`src/rtl/ld_pkg.sv`:
```
// ld_pkg: shared types, curve constants and GF(2^4) helpers for LD scalar multiplication.
// Revision 1.0
`default_nettype none

package ld_pkg;

    localparam int FIELD_W = 4;
    localparam int POINT_W = 12;

    typedef logic [FIELD_W-1:0] fe_t;

    typedef struct packed {
        fe_t Z;
        fe_t Y;
        fe_t X;
    } point_t;

    localparam point_t INF_POINT = point_t'(12'h001);

    // Field poly x^4+x+1 (low bits); curve y^2+xy = x^3 + a*x^2 + b.
    localparam fe_t FIELD_POLY = 4'h3;
    localparam fe_t CURVE_A    = 4'h4;
    localparam fe_t CURVE_B    = 4'h1;

    typedef enum logic [2:0] {
        S_IDLE = 3'd0,
        S_SCAN = 3'd1,
        S_DBL  = 3'd2,
        S_ADD  = 3'd3,
        S_DONE = 3'd4
    } ldsm_state_t;

    function automatic fe_t gf_mul(input fe_t a, input fe_t b);
        fe_t acc;
        fe_t sh;
        acc = '0;
        sh  = a;
        for (int i = 0; i < FIELD_W; i++) begin
            if (b[i]) begin
                acc = acc ^ sh;
            end
            sh = {sh[FIELD_W-2:0], 1'b0} ^ (sh[FIELD_W-1] ? FIELD_POLY : fe_t'(0));
        end
        return acc;
    endfunction

    function automatic fe_t gf_sq(input fe_t a);
        return gf_mul(a, a);
    endfunction

endpackage

`default_nettype wire

```
`src/rtl/LDalu.sv`:
```
// LDalu: combinational LD point doubling (op=1, A) or mixed addition (op=0, A affine + B).
// Revision 1.0
`default_nettype none

module LDalu
    import ld_pkg::*;
(
    input  logic   op,
    input  point_t A,
    input  point_t B,
    output point_t R
);

    fe_t d_x2, d_z2, d_z3, d_bz4, d_x3, d_y3;

    assign d_x2  = gf_sq(A.X);
    assign d_z2  = gf_sq(A.Z);
    assign d_z3  = gf_mul(d_x2, d_z2);
    assign d_bz4 = gf_mul(CURVE_B, gf_sq(d_z2));
    assign d_x3  = gf_sq(d_x2) ^ d_bz4;
    assign d_y3  = gf_mul(d_bz4, d_z3)
                 ^ gf_mul(d_x3, gf_mul(CURVE_A, d_z3) ^ gf_sq(A.Y) ^ d_bz4);

    // A is treated as affine (A.Z assumed 1), so only B carries a Z coordinate here.
    fe_t a_zz, a_a, a_b, a_c, a_d, a_z3, a_e, a_x3, a_f, a_g, a_y3;

    assign a_zz = gf_sq(B.Z);
    assign a_a  = gf_mul(A.Y, a_zz) ^ B.Y;
    assign a_b  = gf_mul(A.X, B.Z) ^ B.X;
    assign a_c  = gf_mul(B.Z, a_b);
    assign a_d  = gf_mul(gf_sq(a_b), a_c ^ gf_mul(CURVE_A, a_zz));
    assign a_z3 = gf_sq(a_c);
    assign a_e  = gf_mul(a_a, a_c);
    assign a_x3 = gf_sq(a_a) ^ a_d ^ a_e;
    assign a_f  = a_x3 ^ gf_mul(A.X, a_z3);
    assign a_g  = gf_mul(A.X ^ A.Y, gf_sq(a_z3));
    assign a_y3 = gf_mul(a_e ^ a_z3, a_f) ^ a_g;

    assign R = op ? {d_z3, d_y3, d_x3} : {a_z3, a_y3, a_x3};

endmodule

`default_nettype wire

```
`src/rtl/ld_scalar_mult.sv`:
```
// ld_scalar_mult: left-to-right double-and-add k*P on LD points, one ALU op per cycle.
// Revision 1.0
`default_nettype none

module ld_scalar_mult #(
    parameter int K_W     = 4,
    parameter int POINT_W = 12
) (
    input  logic               clk,
    input  logic               n_rst,
    input  logic               start,
    input  logic [K_W-1:0]     k,
    input  logic [POINT_W-1:0] P,
    output logic [POINT_W-1:0] R,
    output logic               busy,
    output logic               done
);

    import ld_pkg::*;

    localparam int             CNT_W    = (K_W > 1) ? $clog2(K_W) : 1;
    localparam logic [CNT_W-1:0] CNT_LAST = CNT_W'(K_W - 1);
    localparam logic [CNT_W-1:0] CNT_ONE  = CNT_W'(1);

    ldsm_state_t      state_q, state_d;
    logic [CNT_W-1:0] cnt_q, cnt_d;
    logic [K_W-1:0]   kr_q, kr_d;
    point_t           pr_q, pr_d;
    point_t           q_q, q_d;
    point_t           r_q, r_d;

    logic   alu_op;
    point_t alu_a, alu_b, alu_r;

    LDalu u_alu (
        .op (alu_op),
        .A  (alu_a),
        .B  (alu_b),
        .R  (alu_r)
    );

    always_comb begin
        state_d = state_q;
        cnt_d   = cnt_q;
        kr_d    = kr_q;
        pr_d    = pr_q;
        q_d     = q_q;
        r_d     = r_q;
        alu_op  = 1'b0;
        alu_a   = pr_q;
        alu_b   = q_q;

        case (state_q)
            S_IDLE: begin
                if (start) begin
                    kr_d    = k;
                    pr_d    = point_t'(P);
                    cnt_d   = CNT_LAST;
                    state_d = S_SCAN;
                end
            end
            S_SCAN: begin
                if (!kr_q[cnt_q]) begin
                    if (cnt_q == '0) begin
                        q_d     = INF_POINT;
                        state_d = S_DONE;
                    end else begin
                        cnt_d = cnt_q - CNT_ONE;
                    end
                end else begin
                    q_d = pr_q;
                    if (cnt_q == '0) begin
                        state_d = S_DONE;
                    end else begin
                        cnt_d   = cnt_q - CNT_ONE;
                        state_d = S_DBL;
                    end
                end
            end
            S_DBL: begin
                alu_op = 1'b1;
                alu_a  = q_q;
                alu_b  = '0;
                q_d    = alu_r;
                // The add for a set bit reuses the same cnt, so no decrement here.
                if (kr_q[cnt_q]) begin
                    state_d = S_ADD;
                end else if (cnt_q == '0) begin
                    state_d = S_DONE;
                end else begin
                    cnt_d = cnt_q - CNT_ONE;
                end
            end
            S_ADD: begin
                alu_op = 1'b0;
                alu_a  = pr_q;
                alu_b  = q_q;
                q_d    = alu_r;
                if (cnt_q == '0) begin
                    state_d = S_DONE;
                end else begin
                    cnt_d   = cnt_q - CNT_ONE;
                    state_d = S_DBL;
                end
            end
            S_DONE: begin
                state_d = S_IDLE;
            end
            default: begin
                state_d = S_IDLE;
            end
        endcase

        if (state_d == S_DONE) begin
            r_d = q_d;
        end
    end

    always_ff @(posedge clk or negedge n_rst) begin
        if (!n_rst) begin
            state_q <= S_IDLE;
            cnt_q   <= CNT_LAST;
            kr_q    <= '0;
            pr_q    <= '0;
            q_q     <= '0;
            r_q     <= '0;
        end else begin
            state_q <= state_d;
            cnt_q   <= cnt_d;
            kr_q    <= kr_d;
            pr_q    <= pr_d;
            q_q     <= q_d;
            r_q     <= r_d;
        end
    end

    assign R    = r_q;
    assign busy = (state_q != S_IDLE);
    assign done = (state_q == S_DONE);

endmodule

`default_nettype wire

```
`config.mk`:
```
export PLATFORM = sky130hd
export DESIGN_NAME = ld_scalar_mult
export DESIGN_NICKNAME = d
export VERILOG_FILES = /design/src/rtl/ld_pkg.sv /design/src/rtl/LDalu.sv /design/src/rtl/ld_scalar_mult.sv
export SDC_FILE = /design/constraint.sdc
export NUM_CORES = 1
export LEC_CHECK = 0
export ABC_AREA = 1
export BUFFER_PORTS_ARGS = -buffer_cell sky130_fd_sc_hd__buf_2
export CORE_UTILIZATION = 50
export CTS_CLUSTER_SIZE = 16
export DETAILED_ROUTE_END_ITERATION = 10
export GPL_ROUTABILITY_DRIVEN = 0
export GPL_TIMING_DRIVEN = 0
export PLACE_DENSITY = 0.73
export RECOVER_POWER = 25
export SYNTH_ARGS = -nofsm -noshare
export SYNTH_HDL_FRONTEND = slang
export SYNTH_HIERARCHICAL = 1
export SYNTH_SLANG_ARGS = --single-unit
export TNS_END_PERCENT = 10
```
`constraint.sdc`:
```
create_clock -name clk -period 5.8 [get_ports clk]
set_clock_uncertainty 0.05 [all_clocks]
set_input_delay 0.58 -clock clk [delete_from_list [all_inputs] [get_ports clk]]
set_output_delay 0.58 -clock clk [all_outputs]
set_load 0.03 [all_outputs]
```
Word-level counts from Yosys, hierarchy flattened

Index checks and enable logic that the tools add are counted.

Register bits: 45
Input bits: 19
Word-level logic and storage cells: 319

Add/sub/neg operators: 1
Magnitude comparators: 1
Equality and inequality tests: 7
Muxes and demuxes: 160
Bitwise gates (word level): 130
Reductions and logical operators: 8

Operator list:

| cell                | number |
|---|---|
| $xor 4x4->4         | 121 |
| $mux 4              | 87 |
| $mux 2              | 51 |
| $mux 12             | 5 |
| $mux 3              | 10 |
| $pmux 12 s2         | 1 |
| $pmux 3 s4          | 1 |
| $not 2->2           | 4 |
| $eq 3x2->1 const B  | 2 |
| $eq 3x3->1 const B  | 2 |
| $pmux 2 s3          | 1 |
| $reduce_bool 3->1   | 2 |
| $not 1->1 const A   | 5 |
| $ne 2x2->1 const B  | 2 |
| $reduce_or 2->1     | 2 |
| $eq 3x1->1 const B  | 1 |
| $logic_not 3->1     | 1 |
| $lt 2x3->1 const B  | 1 |
| $mux 1              | 3 |
| $reduce_and 3->1    | 1 |
| $bmux 1 s2          | 1 |
| $logic_not 2->1     | 1 |
| $reduce_and 2->1    | 1 |
| $sub 2x1->2 const B | 1 |

Logic depth before layout (Yosys ltp)

Word-level depth: 44
Mapped depth: 52
Mapped depth without buffers: 49

Cells and area by module

Netlist, hierarchy kept.

Modules (own cells, without submodules):

| module         | times used | cells an instance | area each (um^2) | sequential area each (um^2) |
|---|---|---|---|---|
| LDalu          | 1          | 1065              | 5499.0           | 0.0 |
| ld_scalar_mult | 1          | 311               | 2438.6           | 1128.6 |

Least setup slack after synthesis

No wires, ideal clock.

Path kind: reg2reg
Start: register state_q[2]
End: register r_q, in the netlist R[7]
Data arrival time: 5.190 ns
Required time: 5.632 ns
Path slack: 0.442 ns
Cell stages (with the launch flop): 51
Path buffers: 4
Clock period less this slack: 5.358 ns
Cell sequence: dfrtp_1 -> inv_2 -> nand2_2 -> inv_2 -> nand2_2 -> buf_4 -> inv_1 -> clkbuf_1 -> o21ai_0 -> ha_1 -> buf_4 -> nand3_1 -> nand2_1 -> inv_1 -> nand2_2 -> nand2_1 -> nand2_1 -> nand2_1 -> [15 not listed] -> nand2_1 -> nand2_1 -> nand2_1 -> nand2_1 -> nand2_4 -> nand2_2 -> nor2_1 -> nand2_2 -> nand2_2 -> nand2_1 -> nand2_1 -> nand2_1 -> nand3_1 -> nand2_1 -> a22oi_1 -> nand2_1 -> nand4_1 -> nand2_1

RTL lines:

| what                   | line                  | text |
|---|---|---|
| from (decl)            | ld_scalar_mult.sv:25  | `ldsm_state_t state_q, state_d;` |
| from (signal assigned) | ld_scalar_mult.sv:128 | `state_q <= state_d;` |
| to (signal assigned)   | ld_scalar_mult.sv:133 | `r_q <= r_d;` |
| to (decl)              | ld_scalar_mult.sv:30  | `point_t r_q, r_d;` |

==> metrics.txt <==
adder-cell area share of the yosys netlist=2.207%; routed wl met2=9692 um; WL met1=9494 um; Fin. Hold Viols=0; htree depth=2; die area=16380 um2; status=finished with violations; fin. max-slew vios=46; Routed WL=about 21000 um; initial antenna violation count=0; Root Buffer=clkbuf_16; hpwl dp=16840 um; worst hold slack=about 420 ps; WP data required=about 5900 ps; relative slew slack=-58.01%; post-synth cell types=44; Worst Hold Depth=2; CTS sink count=45; most used cell, CP=nand2_1; fin nets=1461; DRC=0; FP Rows=45; register area share after synthesis=between 10 and 15%; Die H=approximately 130 um; dominant synthesized flop cell=dfrtp_1; Max stage delay on crit path=around 420 ps; max-cap violations=1; final setup vio count=0; XOR/XNOR share of the synthesized area=12.50%; Congestion Overflow GR=0; worst min-delay path category=flip-flop to flip-flop; WS Path Type=flip-flop to flip-flop; vias per inst=5.165; # IOs=33; Synth Area in Simple Gates=51.84%; global-route usage over all layers=25.29%; uppermost layer routed=met4; Synth Cell Area=just under 8000 um2; Hold-fix buffers, CTS=0; net count after synthesis=about 1400; largest net degree at the start of global routing=46; Period minus WS final=5355 ps; initial DRC count=608; clock-pin slew on the worst setup and hold paths=60 ps; Final ANT Viol Nets=0; CP Capture Type=flip-flop; Post-synth EDFFs=0; Pre-Repair DR Iteration Count=5; CP max FO=10; crit path DAT=5480 ps; Synth Area in Compound Gates=5.690%; CTS tree=built; leading post-synthesis cells by cell area=nand2_1, dfrtp_1, nand3_1, inv_1, xor2_1; Buffers on Ports=32; number of diodes=0; mux contribution to synthesized area=1.529%; Synth top cells by count=nand2_1, inv_1, nand3_1; Avg Synthesized Cell Area=5.769 um2; CTS buffer count=5; most numerous cell in the Yosys netlist=nand2_1; Yosys top cell by area=nand2_1; Die W=~130 um; Yosys warning total=6; share of layout cells above drive strength 1=19.10%; Mapped Cells=1376; post-synthesis async set-or-reset flop share=100.0%; Seq cells post-synth=45; Crit-path slowest cell=dfrtp_2; core region area=15370 um2; Max Root-Sink Buffers=2; Least-Margin Pin Slew=between 2000 and 2500 ps; Register-to-Register Path Depth=between 40 and 50; area share of the largest cell type after synthesis=between 20 and 25%; vias in the first global route=between 7000 and 8000; Syn-to-layout area delta=11.16%; largest family of logic cells by synthesized area=simple AND/OR/NAND/NOR gates; first-pass GRT wire length=approximately 34000 um; Worst-Skew Late Latency=290 ps; startpoint types=flip-flop; Initial Utilization=between 50% and 60%; met3 wire len=1120 um; failing checks=max-capacitance violations, max-slew violations; final period utilization=~92%; routed wire length per instance=between 10 and 15 um; vias=8470; highest clock rate=0.1868 GHz
## layout make-up
class                           instances  area [um2]
Buffer                                 35       250.2
Clock buffer                            7       152.6
Clock inverter                          1       8.758
Fill cell                            1501        6548
Inverter                              193       732.0
Multi-Input combinational cell       1102        6022
Sequential cell                        45        1130
Tap cell                              211       264.0
Timing Repair Buffer                   46       264.0
## critical path, delay by kind of cell (launching register included)
kind,cells,cell delay [ps]
buf+inv,10,1080
compound gates,3,580
flops,1,420
simple gates,31,2780
fa+ha+maj,1,330
## final timing paths
| path | startpoint | endpoint | slack, ps |
|---|---|---|---|
| hold / removal | R[3] | R[3] | 420 |
| setup / recovery | state_q[1] | R[4] | 450 |
| hold reg to reg | R[3] | R[3] | 420 |
| max in group asynchronous | n_rst | state_q[1] | 3230 |
| min in group asynchronous | n_rst | R[7] | 960 |
| setup reg to reg | state_q[1] | R[4] | 450 |
## routing by layer
| layer | vias up | global-route usage (%) |
|---|---|---|
| li1 | 4400 | - |
| met1 | 3797 | 34.51 |
| met2 | 240 | 43.48 |
| met3 | 33 | 1.836 |
| met4 | 0 | 5.882 |
| met5 | - | 0 |
## per-stage QoR
stage               cell area [um2]  utilization [%]  instances  worst slack [ps]  TNS (ps)
global route                   8823            57.40       1640            -12.40    -12.40
finish                         8823            57.40       1640             445.3         0
floorplan                      7938                -       1376             441.6         0
CTS                            8579            55.82       1631             31.26         0
detailed placement             8362            54.40       1619            -863.8     -5929
global placement               8362            54.40       1619            -807.8     -5388
## flip-flops by register name, summed over array words and instances, names as in the netlist
name and count:
kr_q 4, pr_q 12, cnt_q 2, state_q 3, q_q 12, R 12
## what timing repair did
action | 4_1_cts | 5_1_grt
setup endpoints to repair | 8 | 8
pin swaps | 2 | 6
buffers inserted | 4 | 10
endpoints found under the hold margin | 0 | 0
gates resized for setup | 9 | 46
## cell usage in the layout, fill, tap and decap left out, types with 3 or more instances in the layout
cell type,n
inv_4,3
clkbuf_16,5
xor2_1,60
a31oi_1,4
nand3_2,18
xor2_2,10
nand2_4,16
o21ai_0,29
o21ai_1,8
or2_1,5
ha_1,12
buf_6,7
clkbuf_1,4
nor2_4,3
clkbuf_4,3
xnor2_1,23
nand3_4,4
nand2_2,54
nand4_1,22
nor2_2,11
a21oi_1,11
nand3_1,148
xnor2_2,6
mux2_2,9
nand2_1,510
inv_2,34
nand3b_1,18
o21ai_2,7
inv_1,155
a22oi_1,10
dfrtp_1,42
buf_4,21
buf_2,45
nor2_1,87
## logic make-up after synthesis
group | after synthesis
buffers and inverters | 229
adders and majority gates | 14
xor gates and xnor gates | 100
and+or+nand+nor | 901
DFF | 45
AOI/OAI and AO/OA | 76
muxes | 11
Power is left out: the tool's default activity adds up to more than one toggle a clock period on the data nets, which glitch-free logic cannot reach.
